## config.mk

```make
export PLATFORM = sky130hd
export DESIGN_NAME = toggle_event_rx
export DESIGN_NICKNAME = d
export VERILOG_FILES = /design/src/rtl/toggle_rx_pkg.sv /design/src/rtl/toggle_event_rx_sync.sv /design/src/rtl/toggle_event_rx.sv
export SDC_FILE = /design/constraint.sdc
export NUM_CORES = 1
export LEC_CHECK = 0
export CELL_PAD_IN_SITES_DETAIL_PLACEMENT = 1
export CELL_PAD_IN_SITES_GLOBAL_PLACEMENT = 1
export CORE_ASPECT_RATIO = 1.75
export CORE_MARGIN = 4
export CORE_UTILIZATION = 45
export DETAILED_ROUTE_END_ITERATION = 6
export PLACE_DENSITY = 0.85
export RECOVER_POWER = 100
export REMOVE_ABC_BUFFERS = 1
export SYNTH_ARGS = -nofsm -noshare
export SYNTH_HDL_FRONTEND = slang
export SYNTH_SLANG_ARGS = --single-unit
export TNS_END_PERCENT = 100
```

## constraint.sdc

```tcl
create_clock -name clk -period 4.5 [get_ports clk]
set_input_delay 0.45 -clock clk [delete_from_list [all_inputs] [get_ports clk]]
set_output_delay 0.45 -clock clk [all_outputs]
set_load 0.03 [all_outputs]
```

## src/rtl/toggle_rx_pkg.sv

```systemverilog
// Shared constants and helpers for the toggle event receiver.
// Provides clog2, channel-index width derivation and the synchroniser depth floor.
package toggle_rx_pkg;

  localparam int SYNC_STAGES_MIN = 2;

  function automatic int clog2(input int v);
    int r;
    r = 0;
    while ((1 << r) < v) r++;
    return r;
  endfunction

  function automatic int ch_width(input int n);
    return (n > 1) ? clog2(n) : 1;
  endfunction

endpackage

```

## src/rtl/toggle_event_rx_sync.sv

```systemverilog
// Single-bit N-flop synchroniser with no reset.
// Ports: clk, d (async input), q (synchronised output).
module sync_nff #(
  parameter int STAGES = 2
) (
  input  logic clk,
  input  logic d,
  output logic q
);

  logic [STAGES-1:0] ff_q;
  logic [STAGES-1:0] ff_d;

  always_comb begin
    ff_d = {ff_q[STAGES-2:0], d};
  end

  always_ff @(posedge clk) begin
    ff_q <= ff_d;
  end

  assign q = ff_q[STAGES-1];

endmodule

```

## src/rtl/toggle_event_rx.sv

```systemverilog
// Multi-channel toggle event receiver: sync, edge detect, pending counters,
// round-robin valid/ready output. Ports: clk, reset, tog_in, evt_*, overflow,
// ovf_clr, pending_any.
module toggle_event_rx
  import toggle_rx_pkg::*;
#(
  parameter int CHANNELS    = 4,
  parameter int SYNC_STAGES = 2,
  parameter int CNT_W       = 4,
  localparam int CH_W       = ch_width(CHANNELS)
) (
  input  logic                clk,
  input  logic                reset,
  input  logic [CHANNELS-1:0] tog_in,
  output logic                evt_valid,
  input  logic                evt_ready,
  output logic [CH_W-1:0]     evt_chan,
  output logic [CHANNELS-1:0] evt_pulse,
  output logic [CHANNELS-1:0] overflow,
  input  logic                ovf_clr,
  output logic                pending_any
);

  if (SYNC_STAGES < SYNC_STAGES_MIN || CHANNELS < 1 || CNT_W < 1) begin : g_bad
    $error("toggle_event_rx: illegal parameters");
  end

  localparam logic [CNT_W-1:0] CNT_MAX = '1;

  logic [CHANNELS-1:0] sync_last;
  logic [CHANNELS-1:0] det;
  logic [CHANNELS-1:0] prev_q, prev_d;
  logic [CHANNELS-1:0] pulse_q, pulse_d;
  logic [CHANNELS-1:0] ovf_q, ovf_d;
  logic [CHANNELS-1:0] ovf_set;
  logic [CNT_W-1:0]    pend_q [CHANNELS];
  logic [CNT_W-1:0]    pend_d [CHANNELS];
  logic [CH_W-1:0]     ptr_q, ptr_d;
  logic [CH_W-1:0]     chan_q, chan_d;
  logic                valid_q, valid_d;
  logic                pany_q, pany_d;
  logic                grant_vld;
  logic [CH_W-1:0]     grant_ch;
  logic                load_en;
  logic                load;

  for (genvar g = 0; g < CHANNELS; g++) begin : g_sync
    sync_nff #(.STAGES(SYNC_STAGES)) u_sync (
      .clk (clk),
      .d   (tog_in[g]),
      .q   (sync_last[g])
    );
  end

  assign det = sync_last ^ prev_q;

  // Round-robin: first non-empty channel after the last grant.
  always_comb begin
    int idx;
    idx       = 0;
    grant_vld = 1'b0;
    grant_ch  = '0;
    for (int o = 1; o <= CHANNELS; o++) begin
      idx = (int'(ptr_q) + o) % CHANNELS;
      if (!grant_vld && pend_q[idx] != '0) begin
        grant_vld = 1'b1;
        grant_ch  = CH_W'(idx);
      end
    end
  end

  assign load_en = !valid_q || evt_ready;
  assign load    = load_en && grant_vld;

  // A detect and a grant in the same cycle cancel out.
  always_comb begin
    logic take;
    take    = 1'b0;
    ovf_set = '0;
    pany_d  = 1'b0;
    for (int i = 0; i < CHANNELS; i++) begin
      pend_d[i] = pend_q[i];
      take      = load && (grant_ch == CH_W'(i));
      if (det[i] && !take) begin
        if (pend_q[i] == CNT_MAX) ovf_set[i] = 1'b1;
        else pend_d[i] = pend_q[i] + 1'b1;
      end else if (take && !det[i]) begin
        pend_d[i] = pend_q[i] - 1'b1;
      end
      if (pend_d[i] != '0) pany_d = 1'b1;
    end
  end

  always_comb begin
    prev_d  = sync_last;
    pulse_d = det;
    ovf_d   = (ovf_clr ? '0 : ovf_q) | ovf_set;
    valid_d = valid_q;
    chan_d  = chan_q;
    ptr_d   = ptr_q;
    if (load_en) begin
      valid_d = grant_vld;
      if (grant_vld) begin
        chan_d = grant_ch;
        ptr_d  = grant_ch;
      end
    end
  end

  // History tracks sync output during reset too, so a
  // level already high at release is not an event.
  always_ff @(posedge clk) begin
    prev_q <= prev_d;
    if (reset) begin
      pulse_q <= '0;
      ovf_q   <= '0;
      valid_q <= 1'b0;
      chan_q  <= '0;
      ptr_q   <= CH_W'(CHANNELS - 1);
      pany_q  <= 1'b0;
      for (int i = 0; i < CHANNELS; i++) pend_q[i] <= '0;
    end else begin
      pulse_q <= pulse_d;
      ovf_q   <= ovf_d;
      valid_q <= valid_d;
      chan_q  <= chan_d;
      ptr_q   <= ptr_d;
      pany_q  <= pany_d;
      for (int i = 0; i < CHANNELS; i++) pend_q[i] <= pend_d[i];
    end
  end

  assign evt_valid   = valid_q;
  assign evt_chan    = chan_q;
  assign evt_pulse   = pulse_q;
  assign overflow    = ovf_q;
  assign pending_any = pany_q;

endmodule

```

==> impl_metrics.tcl <==
set metrics [dict create \
    grt_max_degree 31 \
    min_path_type "reg -> reg" \
    ff2ff_path_depth 8 \
    layout-drive-gt1-share_pct 6.12 \
    synth.avg_cell_area_um2 9.00 \
    finalCritPeriodShare_pct 81.3 \
    instances_no_fill 368 \
    hold_buffers 0 \
    max_cap_viol_count 0 \
    first_pass_iters 5 \
    maxSlewViolCount 0 \
    pin_count 20 \
    ys_seq_area_share_pct 35.3 \
    vias 2246 \
    row_count 35 \
    drtIter0Drc 56 \
    power_density_nw_per_um2 769 \
    status "finished, final reports clean" \
    clk_path_buf_depth 2 \
    tritoncts "done" \
    final.setup.tns_ns 0 \
    cts_buffers 5 \
    post_cts_buffers 0 \
    antenna_found_initial 0 \
    pwr-share-comb_pct 57.5 \
    p_sw_share_pct 46.6 \
    cts.repair.resized 0 \
    synth_cell_types 59 \
    p_leak_nw 1.13 \
    grt_pass1_wl_mm 11.1 \
    grt_use_total_pct 20.3 \
    setup_viol 0 \
    cts_sinks 44 \
    first_global_vias 2375 \
    ys_warn_count 0 \
    synth_enable_flop_cells 0 \
    endpoint_kind "flop" \
    layout.nets 309 \
    fin_crit_ns 3.66 \
    hold_viol 0 \
    p_total_mw 2.16 \
    power_frac_clock_pct 14.1 \
    p_sw_mw 1.01 \
    startpoint_type "flop" \
    worst_pin_slew_ns 1.47 \
    clk_pin_slew_worst_paths_ns 0.08 \
    worstPathArrival_ns 3.86 \
    overflow 0 \
    peakVddDrop_v 0.000326 \
    detail-route-antenna-nets 0 \
    synth_area_um2 2490 \
    rsz0062_at_grt "false" \
    gp_congestion 0.817 \
    wl_per_cell_um 17.7 \
    coreArea_um2 5300 \
    synthArstFlopShare_pct 0 \
    dp.cells 360 \
    cp_max_fo 12 \
    clk_latency_ns 0.30 \
    portBuffers 19 \
    relSlewSlack_pct 1.96 \
    dieWidth_um 64.3 \
    vias_per_cell 6.10 \
    dp_hpwl_mm 4.80 \
    ys_ff_latch 44 \
    seqPwrFrac_pct 28.5 \
    drc 0 \
    initial_core_util_pct 47.0 \
    min_path_cells 0 \
    area_delta_synth_final_pct 12.7 \
    routed_wl_mm 6.51 \
    clock.fmax_mhz 273 \
    intPower_mw 1.15 \
    synth_top_flop_cell "dfxtp_1" \
    cp.required_ns 4.70 \
    crit_type "reg -> reg" \
    finClkSkew_ns 0.00673 \
    die_height_um 106 \
    syn_inst 277 \
    root_buffer "clkbuf_8" \
    dieArea_um2 6840 \
    cts_htree_levels 2 \
    diodes 0 \
]
worst max-delay path, stage by stage (launching register included):
cell and delay (ns):
dfxtp_1 0.39, nor4_1 0.82, mux4_2 0.50, a211oi_1 0.16
o211ai_1 0.74, mux2_2 0.41, o22ai_1 0.26, a211oi_1 0.09
a41oi_1 0.20
flip-flops by register name, summed over array words and instances, names as in the netlist, named ones only:
register / count
pend_q: 16
g_sync.u_sync.ff_q: 8
evt_pulse: 4
overflow: 4
prev_q: 4
evt_chan: 2
ptr_q: 2
evt_valid: 1
pending_any: 1
cells in the final DEF (no fill, tap or decap), types with 4 or more instances in the layout:
cell type and n:
a211oi_1 4, a21oi_1 16, a311oi_1 5, a32oi_1 5
and3_1 12, clkbuf_8 5, dfxtp_1 44, dlygate4sd3_1 17
ha_1 8, inv_1 11, mux2i_1 9, nand2_1 22
nand3_1 12, nor2_1 24, nor2b_1 6, nor3_1 6
nor4_1 4, o211ai_1 4, o21ai_0 5, or4_1 4
xnor2_1 8, xor2_1 4
layout make-up:
class	count	area (um2)
inverters	11	41.3
multi-input cells	211	1490
clock buffers	5	68.8
well taps	74	92.6
repair buffers	20	194
clock inverters	3	42.5
fillers	636	2490
flip-flops and latches	44	881
power by group through the flow:
| stage | sequential [mW] | clock, mW | combinational (mW) |
|---|---|---|---|
| 4_1_cts | 0.615 | 0.311 | 1.27 |
| 6_report | 0.616 | 0.304 | 1.24 |
| 3_3_place_gp | 0.615 | 0 | 1.23 |
| 5_1_grt | 0.635 | 0.327 | 1.37 |
| 2_1_floorplan | 0.608 | 0 | 0.962 |
| 3_5_place_dp | 0.622 | 0 | 1.26 |
synthesized netlist by cell type, types with 6 or more instances:
cell	number	share of area, %
and3_1	12	3.0
nor2b_1	6	1.5
nand3_1	12	2.4
ha_1	8	4.0
nor2_1	24	3.6
dfxtp_1	44	35
a21oi_1	16	3.2
xnor2_1	8	2.8
mux2i_1	9	3.6
nor3_1	6	1.2
inv_1	11	1.7
nand2_1	22	3.3
per-stage QoR:
stage	hold WS [ns]	utilization [%]	area (um2)	setup slack, ns
floorplan	0.310	-	2430	1.75
global placement	0.312	51.4	2720	1.26
detailed placement	0.320	51.4	2720	1.22
CTS	0.341	53.5	2830	1.19
global route	0.350	53.0	2810	0.576
finish	0.337	53.0	2810	0.844
final timing paths:
path                                 start                  endpoint  slack (ns)
hold reg to reg   g_sync[3].u_sync.ff_q[0]  g_sync[3].u_sync.ff_q[1]        0.34
hold / removal    g_sync[3].u_sync.ff_q[0]  g_sync[3].u_sync.ff_q[1]        0.34
setup reg to reg              pend_q[0][2]               pending_any        0.84
setup / recovery              pend_q[0][2]               pending_any        0.84
routing by layer:
layer	vias up	part of all wire [%]	global-route usage, %
li1	1069	-	-
met1	1103	37	20.9
met2	56	56	38.7
met3	18	2.6	2.54
met4	0	3.9	10.3
met5	-	0	0
kinds of logic (layout without fill, tap and decap cells):
group | after synthesis | after routing | synth area share [%]
DFF | 44 | 44 | 35.3
buffers and inverters | 22 | 39 | 4.07
and+or+nand+nor | 112 | 112 | 25.2
adders and majority gates | 10 | 10 | 4.82
AOI/OAI and AO/OA | 64 | 64 | 20.0
xor gates and xnor gates | 12 | 12 | 4.22
muxes | 13 | 13 | 6.33
Note: power is estimated with default switching activity, not from simulation.
